### src/rtl/gba_ds_fifo.sv
// Direct-sound sample FIFO for one GBA sound channel: 8 x 32-bit words, halfword
// assembly through a low-half staging register, registered head-word read-ahead.
module gba_ds_fifo #(
  parameter int DEPTH = 8
) (
  input  logic        gba_clk,
  input  logic        reset_n,
  input  logic        wr_en,
  input  logic        wr_word,
  input  logic        wr_hi,
  input  logic [31:0] wr_data,
  input  logic        FIFO_re,
  input  logic        FIFO_clr,
  output logic [3:0]  FIFO_size,
  output logic [31:0] FIFO_val,
  output logic        overflow
);

  logic [31:0] mem [DEPTH];
  logic [2:0]  wr_ptr;
  logic [2:0]  rd_ptr;
  logic [3:0]  count;
  logic [15:0] stage_lo;
  logic [31:0] head_p1;
  logic        ovf_p1;

  logic        push_p0;
  logic        stage_ld_p0;
  logic        pop_p0;
  logic        full_p0;
  logic        empty_p0;
  logic        push_ok_p0;
  logic        drop_p0;
  logic [31:0] word_p0;
  logic [31:0] head_p0;
  logic [2:0]  wr_ptr_p0;
  logic [2:0]  rd_ptr_p0;
  logic [3:0]  count_p0;

  // Stage p0: decode the bus write, resolve push/pop and precompute the next head.
  always_comb begin
    full_p0     = (count == 4'(DEPTH));
    empty_p0    = (count == 4'd0);
    push_p0     = wr_en & (wr_word | wr_hi);
    stage_ld_p0 = wr_en & ~wr_word & ~wr_hi;
    pop_p0      = FIFO_re & ~empty_p0;
    // A pop frees the slot in the same edge, so a full FIFO still accepts the push.
    push_ok_p0  = push_p0 & (~full_p0 | pop_p0);
    drop_p0     = push_p0 & full_p0 & ~pop_p0;
    word_p0     = wr_word ? wr_data : {wr_data[15:0], stage_lo};
    wr_ptr_p0   = wr_ptr + {2'b00, push_ok_p0};
    rd_ptr_p0   = rd_ptr + {2'b00, pop_p0};
    count_p0    = count + {3'b000, push_ok_p0} - {3'b000, pop_p0};
    // The new head is the word being written only when it becomes the sole entry.
    if (count_p0 == 4'd0) begin
      head_p0 = 32'h0;
    end else if (push_ok_p0 && (wr_ptr == rd_ptr_p0)) begin
      head_p0 = word_p0;
    end else begin
      head_p0 = mem[rd_ptr_p0];
    end
  end

  // Stage p1: storage, pointers and registered outputs.
  always_ff @(posedge gba_clk) begin
    if (reset_n && !FIFO_clr && push_ok_p0) begin
      mem[wr_ptr] <= word_p0;
    end
  end

  always_ff @(posedge gba_clk) begin
    if (!reset_n) begin
      wr_ptr   <= 3'd0;
      rd_ptr   <= 3'd0;
      count    <= 4'd0;
      stage_lo <= 16'h0;
      head_p1  <= 32'h0;
      ovf_p1   <= 1'b0;
    end else if (FIFO_clr) begin
      wr_ptr   <= 3'd0;
      rd_ptr   <= 3'd0;
      count    <= 4'd0;
      stage_lo <= 16'h0;
      head_p1  <= 32'h0;
      ovf_p1   <= 1'b0;
    end else begin
      wr_ptr  <= wr_ptr_p0;
      rd_ptr  <= rd_ptr_p0;
      count   <= count_p0;
      head_p1 <= head_p0;
      ovf_p1  <= drop_p0;
      if (stage_ld_p0) begin
        stage_lo <= wr_data[15:0];
      end else if (wr_en && !wr_word && wr_hi) begin
        stage_lo <= 16'h0;
      end
    end
  end

  assign FIFO_size = count;
  assign FIFO_val  = head_p1;
  assign overflow  = ovf_p1;

endmodule

### config.mk
export PLATFORM = sky130hd
export DESIGN_NAME = gba_ds_fifo
export DESIGN_NICKNAME = d
export VERILOG_FILES = /design/src/rtl/gba_ds_fifo.sv
export SDC_FILE = /design/constraint.sdc
export NUM_CORES = 1
export LEC_CHECK = 0
export CORE_MARGIN = 4
export CORE_UTILIZATION = 35
export DETAILED_ROUTE_END_ITERATION = 6
export GPL_ROUTABILITY_DRIVEN = 1
export SYNTH_ARGS = -nofsm -noshare
export SYNTH_HDL_FRONTEND = slang
export SYNTH_SLANG_ARGS = --single-unit
### constraint.sdc
create_clock -name gba_clk -period 3.8 [get_ports gba_clk]
set_clock_uncertainty 0.1 [all_clocks]
set_input_delay 0.57 -clock gba_clk [delete_from_list [all_inputs] [get_ports gba_clk]]
set_output_delay 0.57 -clock gba_clk [all_outputs]
set_load 0.1 [all_outputs]
==> results.sh <==
export IMPL_status="complete, no violations"
export IMPL_yosys_warnings=0
export IMPL_cts_hold_buf=0
export IMPL_diodes=0
export IMPL_postSynthNetCount=687
export IMPL_post_synth_top_count_cell="edfxtp_1"
export IMPL_clkLatencyLatePin_ns=0.55
export IMPL_r2r_cells=10
export IMPL_synth_top_family_by_area="multiplexers"
export IMPL_syn_avg_cell_area_um2=19.4
export IMPL_die_w_um=196
export IMPL_drc=0
export IMPL_synthMuxAreaShare_pct=17.2
export IMPL_seq_area_frac_synth_pct=71.8
export IMPL_max_cap_violations=0
export IMPL_slew_violations=0
export IMPL_synth_xor_area_share_pct=0.648
export IMPL_area_growth_pct=21.0
export IMPL_synthTopCellsByCount="edfxtp_1 (256), mux4_2 (64), dfxtp_1 (59)"
export IMPL_cts_resized=0
export IMPL_power_density_nw_per_um2=551
export IMPL_end_kind="register"
export IMPL_yosysTopAreaCell="edfxtp_1"
export IMPL_chipHeight_um=196
export IMPL_peakVddDrop_mv=0.335
export IMPL_synthCells=638
export IMPL_row_count=68
export IMPL_die_area_um2=38400
export IMPL_min_period_ns=3.04
export IMPL_antenna_found_initial=0
export IMPL_drive_gt1_share_pct=27.8
export IMPL_cts_root_buf="clkbuf_16"
export IMPL_portBuffers=75
export IMPL_fin_crit_sh_pct=79.9
export IMPL_grt_pass1_wl_um=41400
export IMPL_cp_start_kind="register"
export IMPL_finalWirelength_um=26900
export IMPL_dpl_cell_count=1155
export IMPL_critical_path_startpoint="FIFO_size[2]"
export IMPL_viasPerCell=5.14
export IMPL_ioPinCount=76
export IMPL_finalNetCount=782
export IMPL_grt_pass1_vias=6575
export IMPL_setup_viol=0
export IMPL_synthTopCellsByArea="edfxtp_1 (62%), mux4_2 (12%), dfxtp_1 (9.6%), a211oi_2 (3.0%), mux2_2 (2.9%)"
export IMPL_synth_simple_area_share_pct=3.08
export IMPL_wl_per_cell_um=22.2
export IMPL_final_area_um2=14900
export IMPL_async_flop_share_pct=0
export IMPL_power_leakage_nw=4.92
export IMPL_synth_ff_type="edfxtp_1"
export IMPL_ff2ff_setup_slack_ns=0.76
export IMPL_clock_path_buffers=3
export IMPL_cts_htree_levels=1
export IMPL_regToRegEndpoint="FIFO_val[3]"
export IMPL_dpl_hpwl_um=15200
export IMPL_cts_made_buffers=31
export IMPL_synthAdderAreaFrac_pct=1.07
export IMPL_numClockSinks=315
export IMPL_place_area_um2=13900
export IMPL_cp_max_fo=32
export IMPL_ys_ff_latch=315
export IMPL_synth_compound_area_share_pct=4.57
export IMPL_worst_pin_slew_ns=1.05
export IMPL_holdCritPathClass="in -> reg"
export IMPL_synth_top_area_share_pct=62.2
export IMPL_relSlewSlack_pct=30.0
export IMPL_grtUsageTotal_pct=14.0
export IMPL_fin_util_pct=43.0
export IMPL_hold_viol_final=0
export IMPL_synth_edff_count=256
export IMPL_routabilityCongestion=0.688
export IMPL_core_area_um2=34700
export IMPL_syn_area_um2=12300
export IMPL_drt_pass1_iterations=5
export IMPL_critPathArrivalTime_ns=3.34
export IMPL_fmax_mhz=329
export IMPL_instances_no_fill=1211
export IMPL_vias=6219
export IMPL_drtAntennaViolNets=0
export IMPL_cp_required_ns=4.10
export IMPL_endpoint="FIFO_val[3]"
export IMPL_path_class="reg -> reg"
export IMPL_cts_setup_buffers=0
export IMPL_holdWs_ns=0.371
export IMPL_clk_pin_slew_worst_paths_ns=0.06
export IMPL_cts_tree="yes"
export IMPL_grt_ovfl_total=0
export IMPL_grt_max_degree=51
export IMPL_synth_cell_types=33
export IMPL_drt_iter0_drc=476
export IMPL_start_util_pct=35.6
export IMPL_rsz0062_at_grt="false"
export IMPL_timing_rr_start="FIFO_size[2]"
## worst max-delay path: stages, from the launching register on
cell	delay (ns)
dfxtp_1	0.33
inv_1	0.07
ha_1	0.21
a21boi_0	0.40
nand2b_1	0.18
nand2_1	0.06
ha_1	0.21
fa_1	0.52
o41ai_4	0.39
buf_12	0.32
a211oi_1	0.08
## sequential cells by signal, summed over array words and instances, names as in the netlist
| signal | count |
|---|---|
| wr_ptr | 3 |
| FIFO_val | 32 |
| FIFO_size | 4 |
| stage_lo | 16 |
| overflow | 1 |
| rd_ptr | 3 |
| mem | 256 |
## cell type report
type | count | area, µm²
clock buffer | 47 | 886
tap | 455 | 569
clock inverter | 9 | 144
multi-input combinational | 283 | 3380
fill | 3045 | 19800
timing repair buffer | 99 | 1080
inverter | 3 | 11.3
sequential | 315 | 8870
## power by group
part	internal [W]	switching [W]	leakage [nW]
registers	0.00381	0.0000366	2.80
logic	0.000471	0.000822	1.62
clock network	0.00186	0.00122	0.505
total	0.00615	0.00208	4.92
## per-stage QoR
stage	power, W	setup TNS, ns	setup slack, ns
floorplan	0.00488	-19.46	-0.108
global placement	0.00524	0	0.308
detailed placement	0.00524	0	0.264
CTS	0.00832	0	0.706
global route	0.00854	0	0.525
finish	0.00823	0	0.763
## routing by layer
layer | global-route usage [%] | vias to the layer above | part of all wire, %
met5 | 0 | - | 0
met4 | 2.04 | 0 | 1.4
met3 | 2.20 | 34 | 4.7
met2 | 23.6 | 158 | 49
met1 | 19.7 | 3283 | 44
li1 | - | 2744 | -
## cell families after synthesis
kind of cell	Yosys count
muxes	128
xor gates and xnor gates	7
DFF	315
adders and majority gates	10
and+or+nand+nor	84
AOI/OAI and AO/OA	54
buffers and inverters	40
## placed cells by master, fill, tap and decap left out, drive strengths merged, types with 2 or more instances in the layout
master / synthesis / layout
a211oi: 32 / 32
a22oi: 16 / 16
and2: 8 / 8
buf: 29 / 25
bufinv: 0 / 4
clkbuf: 8 / 47
clkdlybuf4s50: 0 / 74
clkinv: 0 / 5
dfxtp: 59 / 59
edfxtp: 256 / 256
ha: 9 / 9
inv: 3 / 3
mux2: 32 / 32
mux2i: 32 / 32
mux4: 64 / 64
nand2: 3 / 3
nand2b: 6 / 6
nand3: 2 / 2
nor2: 58 / 58
nor3: 3 / 3
xnor2: 2 / 2
xor2: 5 / 5
## worst min-delay path by stage
stage	from	to	slack (ns)	cells past startpoint
finish	wr_word	overflow	0.37	3
global route	wr_word	overflow	0.41	3
CTS	wr_word	overflow	0.39	3
detailed placement	stage_lo[0]	stage_lo[0]	0.38	2
global placement	stage_lo[5]	stage_lo[5]	0.37	2
floorplan	stage_lo[0]	stage_lo[0]	0.36	2
Power figures use the tool's default switching activity.
==> variant, RTL diff (same settings) <==
Compare `count` against `4'(DEPTH)` with >= in place of ==.
--- a/src/rtl/gba_ds_fifo.sv
+++ b/src/rtl/gba_ds_fifo.sv
@@ -39,7 +39,7 @@
 
   // Stage p0: decode the bus write, resolve push/pop and precompute the next head.
   always_comb begin
-    full_p0     = (count == 4'(DEPTH));
+    full_p0     = (count >= 4'(DEPTH));
     empty_p0    = (count == 4'd0);
     push_p0     = wr_en & (wr_word | wr_hi);
     stage_ld_p0 = wr_en & ~wr_word & ~wr_hi;
Check against the original RTL: no difference found for any inputs over 4 cycles, from zero or initial values; that may be too few to reach the edited logic, so the function may still have changed.
==> variant against the unedited design <==
- clock power is 8.1% lower
- via count fell by 1.6%
- sequential share of layout area is 0.52 points higher
- sequential cell count stayed put
- wire length increased by 0.41%
- power shrank 2.2%
- final area is 0.86% lower
- combinational power is 5% higher
- area after synthesis is 0.19% higher
- setup slack worse by 0.079 ns
- highest routed layer unchanged
==> variant: results (changes against the unedited design) <==
Status: finished, final reports clean
Routability cong.: 0.7184 (+4.4%)
Post-DP HPWL: 15050 um (-1.3%)
Layout cell share with drive strength beyond 1: 28.03% (+0.25 points)
DRT iter0 DRCs: 385 (-19%)
Hold path cells: 2 (-1)
Worst setup endpoint: FIFO_val[7]
Via density per instance: 5.035 (-1.9%)
Fmax: 320.9 MHz (-2.5%)
Fillers: 3052 (+0.23%)
Largest cells by area after synthesis: edfxtp_1, mux4_2, dfxtp_1, a211oi_2, mux2_2
Reg2reg start: FIFO_size[3]
Tightest Pin Transition: 1.002 ns (-0.04923 ns)
Maximum VDD drop: 0.3421 mV (+2.1%)
Sequential cell area fraction in the yosys report: 71.68% (-0.14 points)
Post-DR wirelength/cell: 22.23 um (about the same)
CP top delay family: buffers and inverters
Post-synth top cells: edfxtp_1, mux4_2, dfxtp_1, nor2_1, mux2_2
CP max FO: 64 (+100%)
First-pass GRT wire length: 41100 um (-0.83%)
Yosys cell types: 34 (+3.0%)
Dpl ws: 0.1929 ns (-0.07071 ns)
Critical-path top delay cell: buf_4
Number of global-route vias before repair: 6518 (-0.87%)
First drt pass iteration count: 4 (-1)
Post-synthesis mux area share: 17.24% (+0.058 points)
Final nets: 785 (+0.38%)
Placed insts: 1158 (+0.26%)
CP arrival: 3.48 ns (+0.14 ns)
Largest net degree at the start of global routing: 65 (+27%)
Reg2reg path depth: 12 (+2)
Class of the worst hold path: reg -> reg
Vias: 6118 (-1.6%)
Slowest stage delay, CP: 0.74 ns (+0.22 ns)
variant: cell types whose count changed in the layout (fill, tap and decap cells not counted), moves of 2 or more:
| cell | unedited run | this run |
|---|---|---|
| bufinv_16 | 4 | 0 |
| buf_12 | 12 | 6 |
| buf_4 | 12 | 20 |
| nor2b_1 | 1 | 3 |
| clkinv_2 | 4 | 8 |
variant: area by class of cell:
type	count	area (sq um)	area share, %
Multi-Input combinational cell	284	3398	22.95
Sequential cell	315	8869	59.89
Clock buffer	47	897.1	6.058
Tap cell	455	569.3	3.845
Inverter	3	11.26	0.07605
Clock inverter	10	47.55	0.3211
Timing Repair Buffer	101	1016	6.861
variant: stage by stage:
step                area [sq um]  hold WS (ns)
finish                     14810        0.3946
global route               14810        0.4276
CTS                        14810        0.3928
detailed placement         13860        0.3819
global placement           13860        0.3747
floorplan                  12380        0.3615
variant: worst min-delay path by stage:
stage	from	end	slack [ns]
after floorplan	stage_lo[0]	stage_lo[0]	0.36
after global placement	stage_lo[15]	stage_lo[15]	0.37
after detailed placement	stage_lo[6]	stage_lo[6]	0.38
after CTS	wr_word	overflow	0.39
after global routing	stage_lo[10]	stage_lo[10]	0.43
final	stage_lo[6]	stage_lo[6]	0.39
variant: tightest hold or removal path, stage by stage (launching register included):
cell,delay (ns)
dfxtp_1,0.33
a22oi_1,0.06
nor2_1,0.07
variant: kinds of logic (layout without fill, tap and decap cells):
| group | Yosys count | count (layout) |
|---|---|---|
| flops | 315 | 315 |
| mux | 129 | 129 |
| simple gates | 84 | 84 |
| compound gates | 54 | 54 |
| buf+inv | 39 | 161 |
| fa+ha+maj | 10 | 10 |
| xor+xnor | 7 | 7 |
variant: where the power goes:
part	leakage [nW]	internal (mW)	switching, mW	total, mW
registers	2.80	3.82	0.0418	3.86
clock network	0.471	1.62	1.22	2.83
logic	1.61	0.492	0.859	1.35
variant: layer usage:
metal / share of wire, % / GRT usage (%) / vias to the layer above
li1: - / - / 2749
met1: 44 / 19.51 / 3182
met2: 48 / 23.21 / 151
met3: 5.2 / 2.421 / 36
met4: 1.9 / 3.181 / 0
met5: 0 / 0 / -
